### src/rtl/vlc_pkg.sv
// rtl/vlc_pkg.sv - shared widths and FSM state for the VLC bitstream packer
package vlc_pkg;

    localparam int VLC_CODE_W = 32;
    localparam int VLC_LEN_W  = 6;
    localparam int VLC_WORD_W = 32;
    localparam int VLC_ACC_W  = 2 * VLC_WORD_W;
    localparam int VLC_FILL_W = 7;

    typedef enum logic {
        RUN   = 1'b0,
        FLUSH = 1'b1
    } vlc_state_e;

endpackage

### src/rtl/vlc_shift_merge.sv
// rtl/vlc_shift_merge.sv - masks a codeword and ORs it MSB-first below the accumulator's valid bits
module vlc_shift_merge
    import vlc_pkg::*;
(
    input  logic [VLC_ACC_W-1:0]  acc_i,
    input  logic [VLC_FILL_W-1:0] fill_i,
    input  logic [VLC_CODE_W-1:0] code_i,
    input  logic [VLC_LEN_W-1:0]  len_i,
    output logic [VLC_ACC_W-1:0]  merged_o,
    output logic [VLC_FILL_W-1:0] nf_o
);

    logic [VLC_CODE_W:0]   mask;
    logic [VLC_CODE_W-1:0] masked;
    logic [VLC_FILL_W-1:0] shamt;

    // Only meaningful for 1 <= len_i <= 32 and fill_i < 32, so shamt stays within 1..63.
    always_comb begin
        mask     = (33'd1 << len_i) - 33'd1;
        masked   = code_i & mask[VLC_CODE_W-1:0];
        shamt    = 7'd64 - fill_i - {1'b0, len_i};
        merged_o = acc_i | ({32'd0, masked} << shamt);
        nf_o     = fill_i + {1'b0, len_i};
    end

endmodule

### src/rtl/vlc_bitstream_packer.sv
// rtl/vlc_bitstream_packer.sv - packs variable-length codewords into 32-bit big-endian words with slice flush
module vlc_bitstream_packer
    import vlc_pkg::*;
#(
    parameter int CODE_W = VLC_CODE_W,
    parameter int LEN_W  = VLC_LEN_W,
    parameter int CNT_W  = 24
) (
    input  logic              clk,
    input  logic              reset_n,
    input  logic              in_valid,
    input  logic [CODE_W-1:0] in_code,
    input  logic [LEN_W-1:0]  in_len,
    input  logic              flush,
    output logic              out_valid,
    output logic [31:0]       out_word,
    output logic              out_last,
    output logic [2:0]        out_nbytes,
    output logic              flush_done,
    output logic [CNT_W-1:0]  slice_bits,
    output logic              err_len
);

    vlc_state_e            state_q;
    logic [VLC_ACC_W-1:0]  acc_q;
    logic [VLC_FILL_W-1:0] fill_q;
    logic [CNT_W-1:0]      count_q;

    logic [VLC_ACC_W-1:0]  merged_d;
    logic [VLC_FILL_W-1:0] nf_d;
    logic [VLC_FILL_W-1:0] fill_round;
    logic                  len_ok;
    logic                  accept;

    vlc_shift_merge u_shift_merge (
        .acc_i    (acc_q),
        .fill_i   (fill_q),
        .code_i   (in_code),
        .len_i    (in_len),
        .merged_o (merged_d),
        .nf_o     (nf_d)
    );

    always_comb begin
        len_ok     = (in_len != '0) && (in_len <= LEN_W'(32));
        accept     = in_valid && len_ok && (state_q == RUN);
        fill_round = fill_q + 7'd7;
    end

    always_ff @(posedge clk or negedge reset_n) begin
        if (!reset_n) begin
            state_q    <= RUN;
            acc_q      <= '0;
            fill_q     <= '0;
            count_q    <= '0;
            out_valid  <= 1'b0;
            out_word   <= '0;
            out_last   <= 1'b0;
            out_nbytes <= '0;
            flush_done <= 1'b0;
            slice_bits <= '0;
            err_len    <= 1'b0;
        end else begin
            out_valid  <= 1'b0;
            out_last   <= 1'b0;
            out_nbytes <= '0;
            out_word   <= '0;
            flush_done <= 1'b0;
            case (state_q)
                RUN: begin
                    if (in_valid && (in_len > LEN_W'(32))) begin
                        err_len <= 1'b1;
                    end
                    if (accept) begin
                        count_q <= count_q + {{(CNT_W-LEN_W){1'b0}}, in_len};
                        if (nf_d >= 7'd32) begin
                            out_valid  <= 1'b1;
                            out_word   <= merged_d[63:32];
                            out_nbytes <= 3'd4;
                            acc_q      <= {merged_d[31:0], 32'd0};
                            fill_q     <= nf_d - 7'd32;
                        end else begin
                            acc_q  <= merged_d;
                            fill_q <= nf_d;
                        end
                    end
                    if (flush) begin
                        state_q <= FLUSH;
                    end
                end
                FLUSH: begin
                    // Anything arriving during the drain cycle is lost; flag it for the host.
                    if (in_valid) begin
                        err_len <= 1'b1;
                    end
                    if (fill_q != '0) begin
                        out_valid  <= 1'b1;
                        out_last   <= 1'b1;
                        out_word   <= acc_q[63:32];
                        out_nbytes <= fill_round[5:3];
                    end
                    flush_done <= 1'b1;
                    slice_bits <= count_q;
                    acc_q      <= '0;
                    fill_q     <= '0;
                    count_q    <= '0;
                    state_q    <= RUN;
                end
                default: state_q <= RUN;
            endcase
        end
    end

endmodule

### config.mk
export PLATFORM = sky130hd
export DESIGN_NAME = vlc_bitstream_packer
export DESIGN_NICKNAME = d
export VERILOG_FILES = /design/src/rtl/vlc_pkg.sv /design/src/rtl/vlc_shift_merge.sv /design/src/rtl/vlc_bitstream_packer.sv
export SDC_FILE = /design/constraint.sdc
export NUM_CORES = 1
export LEC_CHECK = 0
export BUFFER_PORTS_ARGS = -buffer_cell sky130_fd_sc_hd__clkbuf_2
export CAP_MARGIN = 40
export CELL_PAD_IN_SITES_DETAIL_PLACEMENT = 1
export CELL_PAD_IN_SITES_GLOBAL_PLACEMENT = 1
export CORE_MARGIN = 4
export CORE_UTILIZATION = 46
export DETAILED_ROUTE_END_ITERATION = 7
export HOLD_SLACK_MARGIN = 0.12
export PLACE_DENSITY_LB_ADDON = 0.1
export SYNTH_ARGS = -nofsm -noshare
export SYNTH_HDL_FRONTEND = slang
export SYNTH_SLANG_ARGS = --single-unit
### constraint.sdc
create_clock -name clk -period 4.1 [get_ports clk]
set_input_delay 0.205 -clock clk [delete_from_list [all_inputs] [get_ports clk]]
set_output_delay 0.205 -clock clk [all_outputs]
set_load 0.01 [all_outputs]
== Yosys cells after proc, flatten, opt, wreduce, memory -nomap -nowiden ==
Cells that the tools add are included.

* Logic and storage cells: 63
* Register bits after elaboration: 159
* Output and inout bits: 63
* Bits of input ports: 42

* Order comparisons: 3
* Reduce and logical (&&, ||, !) cells: 7
* Shifts and indexed selects: 2
* Equality and inequality tests: 3
* Add/subtract/negate cells: 7
* Bitwise gates (word level): 3
* Muxes and demuxes: 27

{| class="wikitable"
|+ Operators by type and width
! cell !! number
|-
| $mux W64 || 2
|-
| $pmux W64 S2 || 1
|-
| $mux W32 || 3
|-
| $or A64 B64 Y64 || 1
|-
| $pmux W32 S2 || 1
|-
| $shl A32 B7 Y64 || 1
|-
| $pmux W24 S2 || 1
|-
| $and A32 B32 Y32 || 1
|-
| $shl A1 B6 Y32 const A || 1
|-
| $sub A32 B1 Y32 const B || 1
|-
| $add A24 B6 Y24 || 1
|-
| $mux W24 || 1
|-
| $mux W7 || 2
|-
| $pmux W7 S2 || 1
|-
| $mux W3 || 3
|-
| $mux W1 || 8
|-
| $add A7 B6 Y7 || 1
|-
| $ge A7 B6 Y1 const B || 1
|-
| $reduce_bool A7 Y1 || 1
|-
| $sub A7 B6 Y7 || 1
|-
| $sub A7 B6 Y7 const B || 1
|-
| $sub A7 B7 Y7 const A || 1
|-
| $add A6 B3 Y6 const B || 1
|-
| $gt A6 B6 Y1 const B || 1
|-
| other kinds (9) || 15
|}

== Logic depth before layout (Yosys ltp) ==
* Depth after elaboration: 8
* Depth in mapped cells: 18
* Gate-level depth less buffers: 13

== By module ==
From an unflattened synthesis, not the netlist that was laid out.

* Cells, all modules: 1,303
* Area total of the unflattened synthesis: 11,816.3 um2

{| class="wikitable"
|+ By module, submodules not included
! module !! cells each !! sequential area each (um2) !! instances !! area each (um2)
|-
| vlc_bitstream_packer || 528 || 3,978.8 || 1 || 6,705.2
|-
| vlc_shift_merge || 775 || 0.0 || 1 || 5,111.2
|}

== Worst setup path before layout ==
Ideal clock, no wire load.

* Kind: in2reg
* Start point: input port in_len[2]
* End point: register acc_q[33]
* Required time: 4,023 ps
* Stages: 15
* Setup slack: 420 ps
* Path buffers: 5
* Setup time: 77 ps
* Data arrival time: 3,603 ps
* Cell sequence: buf_6 -> buf_6 -> buf_4 -> inv_1 -> ha_1 -> fa_1 -> xnor2_1 -> clkbuf_1 -> clkbuf_1 -> nand2_1 -> nor3_1 -> a21oi_1 -> a21oi_1 -> o21ai_0 -> a21oi_1

* Cells in the longest elaborated chain, start to end: 8
* Elaborated cells on any way between the ends: 17
* Classes of those cells: add/sub: 3; order compare: 2; eq/ne: 1; shift: 2; mux: 3; bitwise: 2; reduce/logical: 4

{| class="wikitable"
|+ Ends and longest elaborated chain
! what !! line !! RTL
|-
| from (decl) || vlc_bitstream_packer.sv:13 || <nowiki>input logic [LEN_W-1:0] in_len,</nowiki>
|-
| $shl A1 B6 Y32 || vlc_shift_merge.sv:19 || <nowiki>mask = (33'd1 << len_i) - 33'd1;</nowiki>
|-
| $sub A32 B1 Y32 || vlc_shift_merge.sv:19 ||
|-
| $and A32 B32 Y32 || vlc_shift_merge.sv:20 || <nowiki>masked = code_i & mask[VLC_CODE_W-1:0];</nowiki>
|-
| $shl A32 B7 Y64 || vlc_shift_merge.sv:22 || <nowiki>merged_o = acc_i | ({32'd0, masked} << shamt);</nowiki>
|-
| $or A64 B64 Y64 || vlc_shift_merge.sv:22 ||
|-
| $mux W64 || vlc_bitstream_packer.sv:76 || <nowiki>if (nf_d >= 7'd32) begin</nowiki>
|-
| $mux W64 || vlc_bitstream_packer.sv:74 || <nowiki>if (accept) begin</nowiki>
|-
| $pmux W64 S2 || vlc_bitstream_packer.sv:69 || <nowiki>case (state_q)</nowiki>
|-
| to (signal assigned) || vlc_bitstream_packer.sv:80 || <nowiki>acc_q <= {merged_d[31:0], 32'd0};</nowiki>
|-
| to (signal assigned) || vlc_bitstream_packer.sv:83 || <nowiki>acc_q <= merged_d;</nowiki>
|-
| to (decl) || vlc_bitstream_packer.sv:25 || <nowiki>logic [VLC_ACC_W-1:0] acc_q;</nowiki>
|}

Parallel ways exist; a longest one is shown, timed or not. The select of a mux whose other input is x is not followed.
A chain may end at the register's enable or synchronous reset.

== Final worst setup path ==
* Start point: register fill_q[1]
* End point: register acc_q[60]

* Cells in the longest elaborated chain, start to end: 7
* Elaborated cells on any way between the ends: 9
* Classes of those cells: add/sub: 3; order compare: 1; shift: 1; mux: 3; bitwise: 1

{| class="wikitable"
|+ Ends and longest elaborated chain
! what !! line !! RTL
|-
| from (decl) || vlc_bitstream_packer.sv:26 || <nowiki>logic [VLC_FILL_W-1:0] fill_q;</nowiki>
|-
| from (signal assigned) || vlc_bitstream_packer.sv:81 || <nowiki>fill_q <= nf_d - 7'd32;</nowiki>
|-
| from (signal assigned) || vlc_bitstream_packer.sv:84 || <nowiki>fill_q <= nf_d;</nowiki>
|-
| $sub A7 B7 Y7 || vlc_shift_merge.sv:21 || <nowiki>shamt = 7'd64 - fill_i - {1'b0, len_i};</nowiki>
|-
| $sub A7 B6 Y7 || vlc_shift_merge.sv:21 ||
|-
| $shl A32 B7 Y64 || vlc_shift_merge.sv:22 ||
|-
| $or A64 B64 Y64 || vlc_shift_merge.sv:22 ||
|-
| $mux W64 * || vlc_bitstream_packer.sv:76 ||
|-
| $mux W64 * || vlc_bitstream_packer.sv:74 ||
|-
| $pmux W64 S2 * || vlc_bitstream_packer.sv:69 ||
|}

Every way passes the cells marked *; elsewhere a longest branch is shown, timed or not. The select of a mux whose other input is x is not followed.

==> flow_results.org <==
** Routing
- In the routed design, unresolved DRC markers number 0.
- First DRT Iteration DRCs :: between 1k and 1.5k
- Routed len/inst :: 26.7 um
- The pre-antenna-repair detailed-routing pass consisted of 6 iterations.
- Routed via count divided by cell count :: 6.78
- Overall via count from detail_route :: approximately 13k
- Detail Route Antenna Nets :: 0
- Summed over all layers, the routed wires come to 50,600 um.

** Logic synthesis
- Of all cell types, the one taking the most synthesized area is sky130_fd_sc_hd__dfrtp_1.
- Of the post-synthesis cell area, the dominant cell type holds 33.1%.
- Number of flops mapped to enable cells by yosys :: 0
- After synthesis, the mean cell area works out to 8.45 um^2.
- Share of async-settable or async-resettable flops after synthesis :: 100%
- Ranked by total cell area, the synthesized netlist is headed by sky130_fd_sc_hd__dfrtp_1, sky130_fd_sc_hd__nor2_1, sky130_fd_sc_hd__nand2_1.
- Of the synthesized area, sequential elements account for roughly a third.
- Synthesis instantiated slightly above 100 different standard cells from the library.
- The number of nets in the synthesized netlist is 1,493.
- Synthesis produced 1,423 cells.
- Netlist area before placement :: 12,000 um^2
- Predominant post-synthesis flop cell :: sky130_fd_sc_hd__dfrtp_1
- The synthesized design contains ~160 register bits.
- Syn. warnings :: 0
- Among all cell types in the netlist, the one instantiated most often is sky130_fd_sc_hd__dfrtp_1.
- Leading post-synthesis cells by instance count :: sky130_fd_sc_hd__dfrtp_1, sky130_fd_sc_hd__nor2_1, sky130_fd_sc_hd__nand2_1

** Placement
- Number of buffers added on ports :: 104
- Placer's final routability congestion estimate :: 1.01
- Detailed placement ended at an HPWL of 37,500 um.

** Critical path
- Highest net fanout along the worst path :: 45
- Category of the most critical setup path :: reg2reg
- Data on the critical path arrives at its endpoint at 4.30 ns.
- The worst setup path is captured at a register.
- Startpoint class of the critical path :: register
- For the worst setup path, the data required time is 4.47 ns.

** Clock tree
- After clock tree synthesis, the clock-pin slew on the worst setup and hold paths is ~0.08 ns.
- The clock reaches the later pin of the worst-skew pair after 0.44 ns.
- TritonCTS built the clock tree.
- The tree built by TritonCTS fans out to 159 sinks.
- Counting the buffers created by CTS gives 17.
- Maximum number of buffers from clock root to sink :: 2
- CTS root buf :: sky130_fd_sc_hd__clkbuf_16
- H-tree Lvls :: 4

** Timing
- Setup repair after global routing left no endpoint under its margin.
- Period utilization :: 95.9%
- Pins Over Slew Limit :: 0
- Minimum hold slack :: 0.230 ns
- F_max :: 0.254 GHz
- Clk_skew :: 0.0165 ns
- For the finished layout, the period the worst path requires is ~4 ns.
- Final hold violation count :: 0
- The worst pin sits at a relative slew slack of 36.1%.
- Setup TNS :: 0 ns
- Final setup violation count :: 0
- At the pin with the least slew margin, the transition time is 0.955 ns.

** Status
- Outcome :: complete, no violations

** Floorplan
- The floorplan has 58 rows.
- IO Count :: between 100 and 150
- For this configuration, the core starts out at a cell density of a little under half.
- Vertical extent of the die :: 170 um
- In this run the horizontal extent of the chip is 170 um.
- Core region area :: 25,500 um^2
- Die ar. :: ~29,000 um^2

** Hold path
- The tightest min-delay check is of the in2reg type.

** Cells and area
- Number of antenna diodes :: 0
- Layout cell share with drive strength beyond 1 :: 21.7%
- The area growth from synthesis to layout is 18.0%.
- Total number of nets in the final design :: roughly 1.6k

** GRT
- Pin count of the biggest net entering global routing :: 92
- For this run, the total global-route usage over all layers was measured as 34.7%.
- The via count of the first global-routing pass was 13.0k.
- The initial antenna violation count came to 1.
- After global routing the overflow that remains totals 0.
- First-pass GRT wire length :: 77,700 um

** Run
- Maximum Capacitance Violations :: 0

** Pwr
- Leakage power of the design :: 0.00620 uW
- Max VDD drop :: about 0.37 mV
- Power density over the cells :: between 600 and 700 nW/um^2
final cells by class:
type | instances | area [um^2]
Clock inverter | 15 | 204
Multi-Input combinational cell | 1118 | 7490
Inverter | 37 | 139
Timing Repair Buffer | 216 | 1540
Clock buffer | 17 | 425
Sequential cell | 159 | 3980
Tap cell | 330 | 413
Fill cell | 3036 | 11300
registers in the layout, summed over array words and instances (netlist names):
name,flops
acc_q,64
out_word,32
count_q,24
slice_bits,24
fill_q,7
out_nbytes,3
err_len,1
flush_done,1
out_last,1
out_valid,1
state_q,1
metrics by stage:
step | instance area (um^2) | setup slack, ns | power, uW | std cells | utilization, %
2_1_floorplan | 12000 | 0.420 | 4930 | 1423 | -
3_3_place_gp | 13400 | 0.103 | 6940 | 1850 | 52.7
3_5_place_dp | 13500 | 0.0158 | 7040 | 1854 | 52.9
4_1_cts | 14200 | 0.00386 | 8790 | 1891 | 55.6
5_1_grt | 14200 | 0.0787 | 9360 | 1892 | 55.7
6_report | 14200 | 0.169 | 8950 | 1892 | 55.7
routing by layer:
| metal | part of all wire, % | vias up | wire, um | track usage, % |
|---|---|---|---|---|
| li1 | - | 5616 | - | - |
| met1 | 42 | 6456 | 21100 | 46.1 |
| met2 | 46 | 614 | 23300 | 55.4 |
| met3 | 8.4 | 141 | 4240 | 7.62 |
| met4 | 3.9 | 2 | 1970 | 13.2 |
| met5 | 0.016 | - | 8 | 0 |
critical path, stage by stage (launching register included):
cell	delay, ns
sky130_fd_sc_hd__dfrtp_1	0.44
sky130_fd_sc_hd__ha_1	0.34
sky130_fd_sc_hd__inv_1	0.05
sky130_fd_sc_hd__ha_2	0.19
sky130_fd_sc_hd__fa_2	0.42
sky130_fd_sc_hd__xnor2_2	0.27
sky130_fd_sc_hd__buf_12	0.24
sky130_fd_sc_hd__nor2_1	0.37
sky130_fd_sc_hd__nand2_1	0.31
sky130_fd_sc_hd__o21ai_0	0.40
sky130_fd_sc_hd__a21oi_1	0.15
sky130_fd_sc_hd__a21o_1	0.22
sky130_fd_sc_hd__a311oi_1	0.26
sky130_fd_sc_hd__o22a_1	0.20
path summary, 6_finish.rpt:
check | from | end | slack (ns) | cells after the start
max | fill_q[1]$_DFFE_PN0P_ | acc_q[60]$_DFFE_PN0P_ | 0.17 | 13
min | in_len[0] | count_q[0]$_DFFE_PN0P_ | 0.23 | 4
max reg2reg | fill_q[1]$_DFFE_PN0P_ | acc_q[60]$_DFFE_PN0P_ | 0.17 | 13
min reg2reg | err_len$_DFFE_PN0P_ | err_len$_DFFE_PN0P_ | 0.47 | 1
max in group asynchronous | reset_n | count_q[7]$_DFFE_PN0P_ | 2.39 | 5
min in group asynchronous | reset_n | out_word[19]$_DFF_PN0_ | 0.66 | 3
cell usage in the layout (no fill, tap or decap), types with 9 or more instances in the layout:
cell type                   count
sky130_fd_sc_hd__o22ai_1       10
sky130_fd_sc_hd__o211ai_1      29
sky130_fd_sc_hd__a21o_1        12
sky130_fd_sc_hd__nand4_1       25
sky130_fd_sc_hd__or3_1          9
sky130_fd_sc_hd__o21ai_1       20
sky130_fd_sc_hd__a211oi_1      22
sky130_fd_sc_hd__dfrtp_1      158
sky130_fd_sc_hd__o311ai_0      11
sky130_fd_sc_hd__ha_1          21
sky130_fd_sc_hd__and3_1        14
sky130_fd_sc_hd__clkbuf_2     103
sky130_fd_sc_hd__o21a_1        15
sky130_fd_sc_hd__inv_1         36
sky130_fd_sc_hd__mux2i_1       23
sky130_fd_sc_hd__a22o_1        14
sky130_fd_sc_hd__xnor2_1       14
sky130_fd_sc_hd__a21oi_1      102
sky130_fd_sc_hd__buf_12        11
sky130_fd_sc_hd__o2111ai_1     11
sky130_fd_sc_hd__nor2_1       143
sky130_fd_sc_hd__o21ai_0       88
sky130_fd_sc_hd__xor2_1        16
sky130_fd_sc_hd__buf_4         95
sky130_fd_sc_hd__nor2b_1       21
sky130_fd_sc_hd__nand2b_1      10
sky130_fd_sc_hd__nand3_1       51
sky130_fd_sc_hd__clkbuf_16     17
sky130_fd_sc_hd__nor3_1        28
sky130_fd_sc_hd__a31oi_1       23
sky130_fd_sc_hd__nand2_1      140
sky130_fd_sc_hd__mux2_2        33
report_power, final:
part	internal (uW)	leakage, uW	switching, uW
registers	1790	0.00217	143
logic	1830	0.00373	3500
clock network	840	0.000302	850
kinds of logic (layout without fill, tap and decap cells):
group	count (synthesis)	count (layout)	share of synthesized area, %
simple gates	494	494	20.2
fa+ha+maj	28	28	3.16
compound gates	497	497	29.3
flops	159	159	33.1
mux	64	64	6.37
buf+inv	146	285	5.32
xor+xnor	35	35	2.55
timing repair:
item,4_1_cts,5_1_grt
resized for setup,1,4
hold endpoints to repair,98,0
hold buffers,5,0
setup buffers,0,1
setup endpoints to repair,1,19
(Power assumes the default switching activity.)
